**config.mk**
```make
export PLATFORM = sky130hd
export DESIGN_NAME = stage_mem_flat
export DESIGN_NICKNAME = d
export VERILOG_FILES = /design/src/rtl/stage_mem_if.sv /design/src/rtl/stage_mem.sv /design/src/flat_wrapper.sv
export SDC_FILE = /design/constraint.sdc
export NUM_CORES = 1
export LEC_CHECK = 0
export BUFFER_PORTS_ARGS = -buffer_cell sky130_fd_sc_hd__buf_2
export CAP_MARGIN = 20
export CORE_AREA = 4 4 167 169
export DETAILED_ROUTE_END_ITERATION = 8
export DIE_AREA = 0 0 171 173
export PLACE_DENSITY = 0.73
export SLEW_MARGIN = 40
export SYNTH_ARGS = -nofsm -noshare
export SYNTH_HDL_FRONTEND = slang
export SYNTH_SLANG_ARGS = --single-unit
```
**constraint.sdc**
```tcl
create_clock -name clk -period 5.4 [get_ports clk]
set_input_delay 0.81 -clock clk [delete_from_list [all_inputs] [get_ports clk]]
set_output_delay 0.81 -clock clk [all_outputs]
set_load 0.005 [all_outputs]
```
**src/rtl/stage_mem_if.sv**
```systemverilog
// Shared types for the memory stage and the hazard-unit request interface.
package stage_mem_pkg;

  typedef enum logic [1:0] {
    RESULT_ALU = 2'd0,
    RESULT_MEM = 2'd1,
    RESULT_PC4 = 2'd2
  } resultsrc_t;

  typedef struct packed {
    logic       regwrite;
    logic       memwrite;
    resultsrc_t resultsrc;
  } control_signal_t;

  typedef struct packed {
    logic        valid;
    logic [3:0]  cause;
    logic [31:0] pc;
    logic [31:0] tval;
  } trap_req_t;

  typedef struct packed {
    logic [4:0] rd_m;
    logic       regwrite_m;
    logic       load_m;
    logic       stall_m;
  } hazard_req_t;

endpackage

interface hazard_interface;
  import stage_mem_pkg::*;

  hazard_req_t req;

  modport requester (output req);
  modport responder (input req);
endinterface

```
**src/rtl/stage_mem.sv**
```systemverilog
// Memory-access pipeline stage: EX/M register, data-memory request/grant
// handshake, misalignment traps and load-data formatting for writeback.
module stage_mem
  import stage_mem_pkg::*;
#(
  parameter bit         MISALIGN_TRAP     = 1'b1,
  parameter logic [3:0] CAUSE_LD_MISALIGN = 4'd4,
  parameter logic [3:0] CAUSE_ST_MISALIGN = 4'd6
) (
  input  logic                      clk,
  input  logic                      rst,
  input  control_signal_t           control_signal_e,
  input  logic [2:0]                funct3_e,
  input  logic [4:0]                rd_e,
  input  logic [31:0]               alu_result_e,
  input  logic [31:0]               store_data_e,
  input  logic [31:0]               pc_e,
  input  trap_req_t                 trap_req_e,
  input  logic                      kill_w,
  output control_signal_t           control_signal_m,
  output logic [4:0]                rd_m,
  output logic [31:0]               result_m,
  output logic [31:0]               memresult_m,
  output trap_req_t                 trap_req_m,
  output logic                      dmem_req,
  output logic                      dmem_we,
  output logic [31:0]               dmem_addr,
  output logic [3:0]                dmem_be,
  output logic [31:0]               dmem_wdata,
  input  logic                      dmem_gnt,
  input  logic                      dmem_rvalid,
  input  logic [31:0]               dmem_rdata,
  output logic                      stall_m,
  hazard_interface.requester        hazard_bus
);

  typedef enum logic {
    ST_RUN  = 1'b0,
    ST_WAIT = 1'b1
  } state_t;

  state_t state_q, state_d;

  control_signal_t ctrl_q;
  logic [2:0]      f3_q;
  logic [4:0]      rd_q;
  logic [31:0]     alu_q;
  logic [31:0]     sd_q;
  logic [31:0]     pc_q;
  trap_req_t       trap_q;

  logic            lf_valid_q;
  logic [2:0]      lf_f3_q;
  logic [1:0]      lf_off_q;

  logic        is_load, mem_op, is_half, is_word;
  logic        misaligned, mis_trap, trap_in;
  logic [1:0]  off;
  logic        req, stall, rd_gnt;
  logic [3:0]  be_raw;
  logic [31:0] wdata_raw;
  hazard_req_t haz;

  // A kill outranks a stall so a trapping WB can always flush a waiting access.
  always_ff @(posedge clk or posedge rst) begin
    if (rst) begin
      ctrl_q <= '0;
      f3_q   <= '0;
      rd_q   <= '0;
      alu_q  <= '0;
      sd_q   <= '0;
      pc_q   <= '0;
      trap_q <= '0;
    end else if (kill_w) begin
      ctrl_q <= '0;
      f3_q   <= '0;
      rd_q   <= '0;
      alu_q  <= '0;
      sd_q   <= '0;
      pc_q   <= '0;
      trap_q <= '0;
    end else if (!stall) begin
      ctrl_q <= control_signal_e;
      f3_q   <= funct3_e;
      rd_q   <= rd_e;
      alu_q  <= alu_result_e;
      sd_q   <= store_data_e;
      pc_q   <= pc_e;
      trap_q <= trap_req_e;
    end
  end

  assign is_load    = (ctrl_q.resultsrc == RESULT_MEM);
  assign mem_op     = ctrl_q.memwrite | is_load;
  assign is_half    = (f3_q[1:0] == 2'b01);
  assign is_word    = (f3_q[1:0] == 2'b10);
  assign misaligned = mem_op & ((is_half & alu_q[0]) | (is_word & (alu_q[1:0] != 2'b00)));
  assign mis_trap   = misaligned & MISALIGN_TRAP;
  assign trap_in    = trap_q.valid;
  // Without trapping, a misaligned access is issued as if word-aligned.
  assign off        = misaligned ? 2'b00 : alu_q[1:0];

  assign req = mem_op & ~mis_trap & ~trap_in & ~kill_w &
               ((state_q == ST_RUN) || (state_q == ST_WAIT));

  always_ff @(posedge clk or posedge rst) begin
    if (rst) state_q <= ST_RUN;
    else     state_q <= state_d;
  end

  always_comb begin
    state_d = state_q;
    stall   = 1'b0;
    case (state_q)
      ST_RUN: begin
        if (req && !dmem_gnt) begin
          state_d = ST_WAIT;
          stall   = 1'b1;
        end
      end
      ST_WAIT: begin
        if (!req || dmem_gnt) state_d = ST_RUN;
        else                  stall   = 1'b1;
      end
      default: state_d = ST_RUN;
    endcase
  end

  assign stall_m = stall;

  always_comb begin
    be_raw    = 4'b1111;
    wdata_raw = sd_q;
    case (f3_q[1:0])
      2'b00: begin
        be_raw    = 4'b0001 << off;
        wdata_raw = {4{sd_q[7:0]}};
      end
      2'b01: begin
        be_raw    = 4'b0011 << off;
        wdata_raw = {2{sd_q[15:0]}};
      end
      default: begin
        be_raw    = 4'b1111;
        wdata_raw = sd_q;
      end
    endcase
  end

  assign dmem_req   = req;
  assign dmem_we    = req & ctrl_q.memwrite;
  assign dmem_addr  = req ? {alu_q[31:2], 2'b00} : 32'd0;
  assign dmem_be    = req ? be_raw : 4'd0;
  assign dmem_wdata = req ? wdata_raw : 32'd0;

  always_comb begin
    control_signal_m = ctrl_q;
    if (mis_trap) control_signal_m.regwrite = 1'b0;
    if (stall || kill_w) control_signal_m = '0;
  end

  always_comb begin
    trap_req_m = '0;
    if (trap_in) begin
      trap_req_m = trap_q;
    end else if (mis_trap) begin
      trap_req_m.valid = 1'b1;
      trap_req_m.cause = ctrl_q.memwrite ? CAUSE_ST_MISALIGN : CAUSE_LD_MISALIGN;
      trap_req_m.pc    = pc_q;
      trap_req_m.tval  = alu_q;
    end
    if (stall || kill_w) trap_req_m = '0;
  end

  assign rd_m     = rd_q;
  assign result_m = alu_q;

  // While stalled, report a load so the hazard unit holds dependents.
  always_comb begin
    haz.rd_m       = rd_q;
    haz.regwrite_m = ctrl_q.regwrite & ~mis_trap;
    haz.load_m     = is_load | stall;
    haz.stall_m    = stall;
  end

  assign hazard_bus.req = haz;

  assign rd_gnt = req & ~ctrl_q.memwrite & dmem_gnt;

  always_ff @(posedge clk or posedge rst) begin
    if (rst) begin
      lf_valid_q <= 1'b0;
      lf_f3_q    <= '0;
      lf_off_q   <= '0;
    end else if (rd_gnt) begin
      lf_valid_q <= 1'b1;
      lf_f3_q    <= f3_q;
      lf_off_q   <= off;
    end else begin
      lf_valid_q <= 1'b0;
    end
  end

  always_comb begin
    logic [7:0]  lane_b;
    logic [15:0] lane_h;
    case (lf_off_q)
      2'd0:    lane_b = dmem_rdata[7:0];
      2'd1:    lane_b = dmem_rdata[15:8];
      2'd2:    lane_b = dmem_rdata[23:16];
      default: lane_b = dmem_rdata[31:24];
    endcase
    lane_h = lf_off_q[1] ? dmem_rdata[31:16] : dmem_rdata[15:0];
    case (lf_f3_q)
      3'b000:  memresult_m = {{24{lane_b[7]}}, lane_b};
      3'b100:  memresult_m = {24'd0, lane_b};
      3'b001:  memresult_m = {{16{lane_h[15]}}, lane_h};
      3'b101:  memresult_m = {16'd0, lane_h};
      default: memresult_m = dmem_rdata;
    endcase
    if (!(lf_valid_q && dmem_rvalid)) memresult_m = 32'd0;
  end

endmodule

```
**src/flat_wrapper.sv**
```systemverilog
// flat-port wrapper written by rule: the top's interface ports become plain ports
module stage_mem_flat import stage_mem_pkg::*;
#(
  parameter bit         MISALIGN_TRAP     = 1'b1,
  parameter logic [3:0] CAUSE_LD_MISALIGN = 4'd4,
  parameter logic [3:0] CAUSE_ST_MISALIGN = 4'd6
)
  (clk, rst, control_signal_e, funct3_e, rd_e, alu_result_e, store_data_e, pc_e, trap_req_e, kill_w, control_signal_m, rd_m, result_m, memresult_m, trap_req_m, dmem_req, dmem_we, dmem_addr, dmem_be, dmem_wdata, dmem_gnt, dmem_rvalid, dmem_rdata, stall_m, hazard_bus_req);
  hazard_interface hazard_bus_i ();
  input  logic clk;
  input  logic rst;
  input  control_signal_t control_signal_e;
  input  logic [2:0] funct3_e;
  input  logic [4:0] rd_e;
  input  logic [31:0] alu_result_e;
  input  logic [31:0] store_data_e;
  input  logic [31:0] pc_e;
  input  trap_req_t trap_req_e;
  input  logic kill_w;
  output control_signal_t control_signal_m;
  output logic [4:0] rd_m;
  output logic [31:0] result_m;
  output logic [31:0] memresult_m;
  output trap_req_t trap_req_m;
  output logic dmem_req;
  output logic dmem_we;
  output logic [31:0] dmem_addr;
  output logic [3:0] dmem_be;
  output logic [31:0] dmem_wdata;
  input  logic dmem_gnt;
  input  logic dmem_rvalid;
  input  logic [31:0] dmem_rdata;
  output logic stall_m;
  output wire logic [$bits(hazard_bus_i.req)-1:0] hazard_bus_req;
  assign hazard_bus_req = hazard_bus_i.req;
  stage_mem #(.MISALIGN_TRAP(MISALIGN_TRAP), .CAUSE_LD_MISALIGN(CAUSE_LD_MISALIGN), .CAUSE_ST_MISALIGN(CAUSE_ST_MISALIGN)) u_core (.clk(clk), .rst(rst), .control_signal_e(control_signal_e), .funct3_e(funct3_e), .rd_e(rd_e), .alu_result_e(alu_result_e), .store_data_e(store_data_e), .pc_e(pc_e), .trap_req_e(trap_req_e), .kill_w(kill_w), .control_signal_m(control_signal_m), .rd_m(rd_m), .result_m(result_m), .memresult_m(memresult_m), .trap_req_m(trap_req_m), .dmem_req(dmem_req), .dmem_we(dmem_we), .dmem_addr(dmem_addr), .dmem_be(dmem_be), .dmem_wdata(dmem_wdata), .dmem_gnt(dmem_gnt), .dmem_rvalid(dmem_rvalid), .dmem_rdata(dmem_rdata), .stall_m(stall_m), .hazard_bus(hazard_bus_i));
endmodule
```
Word-level counts from Yosys, hierarchy flattened
Cells that the tools add are included.

Bitwise logic cells: 18. Muxes and demuxes: 34. Shifts and indexed selects: 2. Reduce and logical (&&, ||, !) cells: 10. Equal/unequal tests: 9.

Operators by type and width (number): 69-bit 2-to-1 mux (5); 32-bit 2-to-1 mux (9); 32-bit case mux with 4 select lines (1); 32-bit case mux with 2 select lines (1); 8-bit case mux with 3 select lines (1); 16-bit 2-to-1 mux (1); 4-bit 2-to-1 mux (4); 1-bit bitwise AND (10); 5-bit 2-to-1 mux (2); 4-bit case mux with 2 select lines (1); 2-bit by 1-bit == test with 1-bit output (second input constant) (3); 3-bit == test (second input constant) (2); 3-bit 2-to-1 mux (2); 1-bit inverter (5); 2-bit == test (second input constant) (2); 2-bit logical NOT (2); 1-bit 2-to-1 mux (4); 2-bit 2-to-1 mux (2); 1-bit by 2-bit << shifter with 4-bit output (first input constant) (1); 2-bit by 2-bit << shifter with 4-bit output (first input constant) (1); 3-bit by 1-bit == test with 1-bit output (second input constant) (1); 3-bit logical NOT (1); 1-bit bitwise OR (3); 1-bit logical AND (2); 5 further kinds (7).

Input bits: 214. Word-level logic and storage cells: 89. Register bits: 184.

Depth between registers and ports, before layout
Gate-level depths: netlist (run 1).

Word-level depth: 14. Depth in mapped cells: 9.

Worst setup path after synthesis (run 1)
Ideal clock, no wire load.

Path type: in2out. Start: in kill_w. End: out dmem_addr[12]. Buffers on the path: 4. Arrival time: 1963 ps. Stages on the path: 9. Setup slack: 2627 ps. Path through: clkbuf_1 > nor2_1 > o21ai_2 > or2_1 > buf_2 > inv_2 > buf_4 > buf_6 > and2_1.

Word-level cells in the longest chain between the ends: 3.

Ends and longest elaborated chain: start, declared (line flat_wrapper.sv:19) `input logic kill_w;`; 1-bit inverter (line stage_mem.sv:103) `assign req = mem_op & ~mis_trap & ~trap_in & ~kill_w &`; 1-bit bitwise AND (line stage_mem.sv:103); 32-bit 2-to-1 mux (line stage_mem.sv:152) `assign dmem_addr = req ? {alu_q[31:2], 2'b00} : 32'd0;`; end, declared (line flat_wrapper.sv:27) `output logic [31:0] dmem_addr;`.

No other way between the ends.

Final worst setup path (run 1)
Start: reg u_core.f3_q[0]. End: out dmem_addr[9].

Word-level cells in the longest chain between the ends: 9. Elaborated cells on any way between the ends: 11.

Ends and longest elaborated chain: start, declared (line stage_mem.sv:45) `logic [2:0] f3_q;`; start signal, assigned (line stage_mem.sv:84) `f3_q <= funct3_e;`; 2-bit by 1-bit == test with 1-bit output / 2-bit == test (equally long branches) (line stage_mem.sv:95, stage_mem.sv:96); 1-bit bitwise AND (line stage_mem.sv:97) `assign misaligned = mem_op & ((is_half & alu_q[0]) | (is_word & (alu_q[1:0] != 2'b00)));`; 1-bit bitwise OR * (line stage_mem.sv:97); 1-bit bitwise AND * (line stage_mem.sv:97); 1-bit inverter * (line stage_mem.sv:103); 1-bit bitwise AND * (3 in a row) (line stage_mem.sv:103); 32-bit 2-to-1 mux * (line stage_mem.sv:152).

Mark *: on every way between the ends. The rest lies on a longest branch, timed or not.

==> impl_metrics.yaml, run 1 <==
worst_setup_path:
  crit_chain: "nand2b_4, o21ai_4, or2_2, inv_2, and2_1, buf_2"
  worstSetupPathType: "flop to output pin"
  critPathLaunchType: "flop"
  crit_arrival_ns: 3.15
  r2r-start: "u_core.f3_q[0]$_DFFE_PP0P_"
  worst-path-buf-inv: 2
  reg2reg_depth: 5
  path_delay_family: "simple AND/OR/NAND/NOR gates"
  endpoint_kind: "output pin"
  r2r-end: "u_core.trap_q[10]$_DFFE_PP0P_"
  slowest_delay_ns: 0.87
  required_ns: 4.59
  worst-path-max-fanout: 39
  r2r_setup_slack_ns: 2.40
  cpMaxStageDelayCell: "dfrtp_1"
cts:
  cts_inserted_buffers: 17
  cts_tree: "built"
  cts_resized: 0
  postCtsSetupBuffers: 0
  root_buffer: "clkbuf_16"
  path_clk_slew_ns: 0.08
  clock_sinks: 183
  cts_hold_buf: 0
  cts.path.max_buffers: 2
  clk_latency_ns: 0.43
  htreeDepth: 4
power:
  powerDensity_mw_per_mm2: 247
  p_leak_nw: 7.17
  total_power_mw: 3.41
  peakVddDrop_mv: 0.149
final_layout:
  drive_gt1_share_pct: 35.3
  area_growth_pct: 24.9
  fill_cells: 2484
  nets: 1619
  mostFrequentLayoutCells: "buf_2, dfrtp_1, nor2b_1"
  layout_commonest_cell: "buf_2"
  final_area_mm2: 0.0138
  instances_no_fill: 1764
die:
  chipHeight_um: 173
  ios: 435
  die_area_mm2: 0.0296
  core_mm2: 0.0266
  num_rows: 60
  initial_core_util_pct: 41.6
  die_w_um: 171
drt:
  drc: 0
  wl_mm: 33.9
  dr.pass1.iters: 5
  final_antenna_net_count: 0
  wl_per_cell_um: 19.2
  vias: 9285
  avgViaCountPerCell: 5.26
  drtIter0Drc: 574
yosys:
  ys_ff_latch: 183
  syn_area_per_cell_um2: 10.7
  yosysSeqAreaShare_pct: 41.4
  yosysWarnings: 0
  syn_inst: 1038
  syn-cell-area_mm2: 0.0111
  synth_cell_types: 44
sta:
  finalHoldViolations: 0
  rsz0062_at_grt: "false"
  tightest_slew_ns: 0.800
  clock.fmax_ghz: 0.252
  fin_hold_ws_ns: 0.323
  drv_slew: 0
  finalSetupTns_ns: 0
  finClkSkew_ns: 0.0184
  setup_viol: 0
  relSlewSlack_pct: 46.7
  period_needed_ns: 3.96
  min_period_over_period_pct: 73.4
grt:
  grtUsageTotal_pct: 22.1
  grt_overflow_total: 0
  grt_pass1_wl_mm: 51.9
  antenna_found_initial: 8
  grt_max_degree: 98
  first_global_vias: 9328
run:
  maxCapViolations: 0
min_path:
  hp-class: "input pin to async pin"
place:
  dp_cells: 1727
  routabilityCongestion: 0.916
  port_buffers: 432
  placed_area_mm2: 0.0132
  dp.final_hpwl_mm: 24.7
outcome:
  status: "finished clean"
cell type report:
cell class                      instances  area (um^2)  area share, %
Clock inverter                         14          159           1.15
Antenna cell                            5         12.5         0.0906
Multi-Input combinational cell        742         5800           42.0
Tap cell                              341          427           3.09
Inverter                               12         48.8          0.353
Clock buffer                           18          429           3.11
Sequential cell                       183         4580           33.2
Timing Repair Buffer                  449         2350           17.0
cells in the mapped netlist (all sizes together):
| cell | count | area share (%) |
|---|---|---|
| xnor2 | 1 | 0.079 |
| o21a | 3 | 0.20 |
| a22o | 56 | 4.4 |
| inv | 12 | 0.41 |
| o21ai | 7 | 0.45 |
| dfrtp | 183 | 41 |
| and2 | 40 | 2.3 |
| or2 | 3 | 0.17 |
| mux4 | 3 | 0.61 |
| and3 | 12 | 0.68 |
| nor4bb | 1 | 0.091 |
| nor2b | 178 | 10 |
| nand2b | 11 | 0.69 |
| nand3b | 2 | 0.25 |
| mux2 | 178 | 18 |
| conb | 1 | 0.034 |
| o2111ai | 1 | 0.14 |
| nor3 | 8 | 0.46 |
| a21o | 17 | 1.2 |
| mux2i | 26 | 2.4 |
| clkbuf | 46 | 1.6 |
| and3b | 1 | 0.079 |
| o31ai | 1 | 0.068 |
| o22ai | 16 | 0.91 |
| o2bb2ai | 1 | 0.079 |
| buf | 56 | 4.3 |
| a21oi | 23 | 1.0 |
| nor2 | 51 | 1.9 |
| nor3b | 62 | 4.2 |
| a32o | 9 | 0.81 |
| nand2 | 29 | 0.98 |
flip-flops by register name, summed over array words and instances (netlist names):
name and cells:
u_core.lf_f3_q 3, u_core.lf_valid_q 1, u_core.ctrl_q 4, u_core.trap_in 1
u_core.pc_q 32, u_core.lf_off_q 2, u_core.result_m 32, u_core.rd_m 5
u_core.f3_q 3, u_core.sd_q 32, u_core.trap_q 68
stage by stage:
step           setup slack, ns  utilization [%]
2_1_floorplan             2.24                -
3_3_place_gp              1.22             49.5
3_5_place_dp              1.11             49.7
4_1_cts                   1.11             51.9
5_1_grt                   1.25             52.0
6_report                  1.44             52.0
worst max path at each step:
| stage | cells after the start | start | end |
|---|---|---|---|
| 2_1_floorplan | 1 | rst | u_core.ctrl_q[0]$_DFFE_PP0P_ |
| 3_3_place_gp | 7 | kill_w | dmem_addr[3] |
| 3_5_place_dp | 7 | kill_w | dmem_addr[9] |
| 4_1_cts | 7 | kill_w | dmem_addr[9] |
| 5_1_grt | 6 | u_core.f3_q[0]$_DFFE_PP0P_ | dmem_wdata[0] |
| 6_report | 6 | u_core.f3_q[0]$_DFFE_PP0P_ | dmem_addr[9] |
cell families (layout without fill, tap and decap cells):
logic type / Yosys count / in the layout / share of synthesized area [%]
AOI/OAI and AO/OA: 134 / 134 / 9.29
xor gates and xnor gates: 1 / 1 / 0.0792
buffers and inverters: 114 / 493 / 6.28
DFF: 183 / 183 / 41.4
muxes: 207 / 207 / 21.1
other: 1 / 7 / 0.0339
and+or+nand+nor: 398 / 398 / 21.8
layer usage:
| layer | vias to the layer above | GRT usage (%) | wire length, um |
|---|---|---|---|
| met2 | 367 | 36.5 | 16400 |
| li1 | 4321 | - | - |
| met4 | 6 | 9.74 | 1420 |
| met3 | 77 | 6.54 | 2630 |
| met5 | - | 0 | 34 |
| met1 | 4514 | 26.8 | 13400 |
power by group:
group | internal, mW | switching (mW)
Sequential | 1.47 | 0.107
Combinational | 0.290 | 0.299
Clock | 0.622 | 0.630
Total | 2.38 | 1.04
No activity file was read; power rests on OpenSTA's default activity.
==> run 2, diff against run 1 <==
==> constraint.sdc (replaced) <==
create_clock -name clk -period 3.4 [get_ports clk]
set_input_delay 0.51 -clock clk [delete_from_list [all_inputs] [get_ports clk]]
set_output_delay 0.51 -clock clk [all_outputs]
set_load 0.005 [all_outputs]
==> run 2 against run 1 <==
Global-route usage rose by 0.070 points. Clock skew rose by 0.012 ns. Worst hold slack got worse by 0.12 ns. Setup slack worse by 1.0 ns. First-iteration DRC count is 9.8% lower. Cell count is essentially flat. Combinational power rose by 67%. Core utilization rose by 0.24 points. Clock-buffer cell count unchanged. Sequential share of layout area decreased by 0.16 points. Largest cell class unchanged. Highest routed layer unchanged.
==> impl_metrics.yaml, run 2 (same netlist as run 1, synthesis figures left out) <==
power:
  peakVddDrop_mv: 0.328
  powerDensity_mw_per_mm2: 392
  p_leak_nw: 7.20
grt:
  first_global_vias: 9478
  antenna_found_initial: 4
  grt_pass1_wl_mm: 52.4
  grt_overflow_total: 0
  grtUsageTotal_pct: 22.2
  grt_max_degree: 146
die:
  chipHeight_um: 173
  initial_core_util_pct: 41.6
  core_mm2: 0.0266
  ios: 435
  num_rows: 60
  die_w_um: 171
  die_area_mm2: 0.0296
drt:
  wl_mm: 34.3
  dr.pass1.iters: 5
  wl_per_cell_um: 19.4
  final_antenna_net_count: 0
  avgViaCountPerCell: 5.25
  vias: 9272
  drtIter0Drc: 518
  drc: 0
final_layout:
  largest-register: "u_core.trap_q"
  nets: 1622
  mostFrequentLayoutCells: "buf_2, dfrtp_1, nor2b_1"
  largest_register_ffs: 68
  layout_commonest_cell: "buf_2"
  drive_gt1_share_pct: 35.3
  final_area_mm2: 0.0139
  final_util_pct: 52.2
  area_growth_pct: 25.5
worst_setup_path:
  crit_arrival_ns: 2.48
  required_ns: 2.89
  r2r-start: "u_core.result_m[0]$_DFFE_PP0P_"
  r2r_setup_slack_ns: 0.88
  critPathLaunchType: "flop"
  crit_start: "u_core.result_m[0]$_DFFE_PP0P_"
  endpoint_kind: "output pin"
  worstSetupPathType: "flop to output pin"
  slowest_delay_ns: 0.67
  worst-path-max-fanout: 45
  path_delay_family: "flip-flops"
  cpMaxStageDelayCell: "dfrtp_1"
  r2r-end: "u_core.sd_q[23]$_DFFE_PP0P_"
  crit_chain: "nand3b_4, o21a_1, nor2_4, buf_4, a22o_1, buf_2"
  worst-path-buf-inv: 2
  reg2reg_depth: 6
cts:
  root_buffer: "clkbuf_16"
  cts_resized: 0
  path_clk_slew_ns: 0.08
  postCtsSetupBuffers: 0
  cts.path.max_buffers: 2
  clk_latency_ns: 0.43
  clock_sinks: 183
  cts_tree: "built"
  cts_inserted_buffers: 17
  cts_hold_buf: 0
  htreeDepth: 4
sta:
  rsz0062_at_grt: "false"
  finClkSkew_ns: 0.0301
  drv_slew: 0
  min_period_over_period_pct: 87.8
  period_needed_ns: 2.99
  tightest_slew_ns: 0.780
  finalSetupTns_ns: 0
  fin_hold_ws_ns: 0.201
  relSlewSlack_pct: 47.9
  finalHoldViolations: 0
  clock.fmax_ghz: 0.335
  setup_viol: 0
place:
  routabilityCongestion: 0.909
  placed_area_mm2: 0.0133
  port_buffers: 432
  dp.final_hpwl_mm: 24.9
outcome:
  status: "finished clean"
run:
  maxCapViolations: 0
min_path:
  hp-class: "input pin to async pin"
run 2: cell count changes in the layout (fill, tap and decap cells not counted), sizes merged:
| cell | previous run | this run |
|---|---|---|
| diode | 5 | 3 |
| buf | 449 | 452 |
| inv | 17 | 18 |
| clkinv | 8 | 7 |
run 2: how the worst max path moves through the flow:
| stage | cells after the start | end |
|---|---|---|
| 2_1_floorplan | 1 | u_core.ctrl_q[0]$_DFFE_PP0P_ |
| 3_3_place_gp | 7 | dmem_addr[3] |
| 3_5_place_dp | 7 | dmem_addr[31] |
| 4_1_cts | 6 | dmem_addr[31] |
| 5_1_grt | 6 | dmem_addr[31] |
| 6_report | 6 | trap_req_m[27] |
run 2: where the power goes:
| part | switching (mW) | internal [mW] | leakage (nW) |
|---|---|---|---|
| clock network | 1.01 | 0.989 | 0.286 |
| registers | 0.137 | 2.33 | 2.36 |
| logic | 0.511 | 0.473 | 4.56 |
| total | 1.65 | 3.79 | 7.20 |
run 2: final cells by class:
cell class / instances / area (um^2)
fillers: 2464 / 12700
diodes: 3 / 7.51
flip-flops and latches: 183 / 4580
multi-input cells: 742 / 5800
inverters: 12 / 48.8
repair buffers: 452 / 2420
well taps: 341 / 427
clock buffers: 18 / 429
clock inverters: 14 / 159
run 2: routing by layer:
metal / routed length [um] / track usage (%)
met2: 17100 / 37.9
met4: 920 / 8.15
met3: 2330 / 5.26
met1: 14000 / 27.2
met5: 12 / 0
run 2: metrics by stage:
stage          setup WS, ns  instances  power (mW)
2_1_floorplan         0.539       1039        3.11
3_3_place_gp          0.769       1730        3.48
3_5_place_dp          0.694       1730        3.50
4_1_cts               0.342       1762        5.52
5_1_grt               0.250       1765        5.74
6_report              0.413       1765        5.44
run 2: worst reg2reg max path, cell delays in order (launching register included):
cell and delay (ns):
dfrtp_1 0.57, nor2_8 0.26, o21ai_4 0.11, nor3_4 0.34, buf_12 0.36, buf_12 0.35
mux2_1 0.41
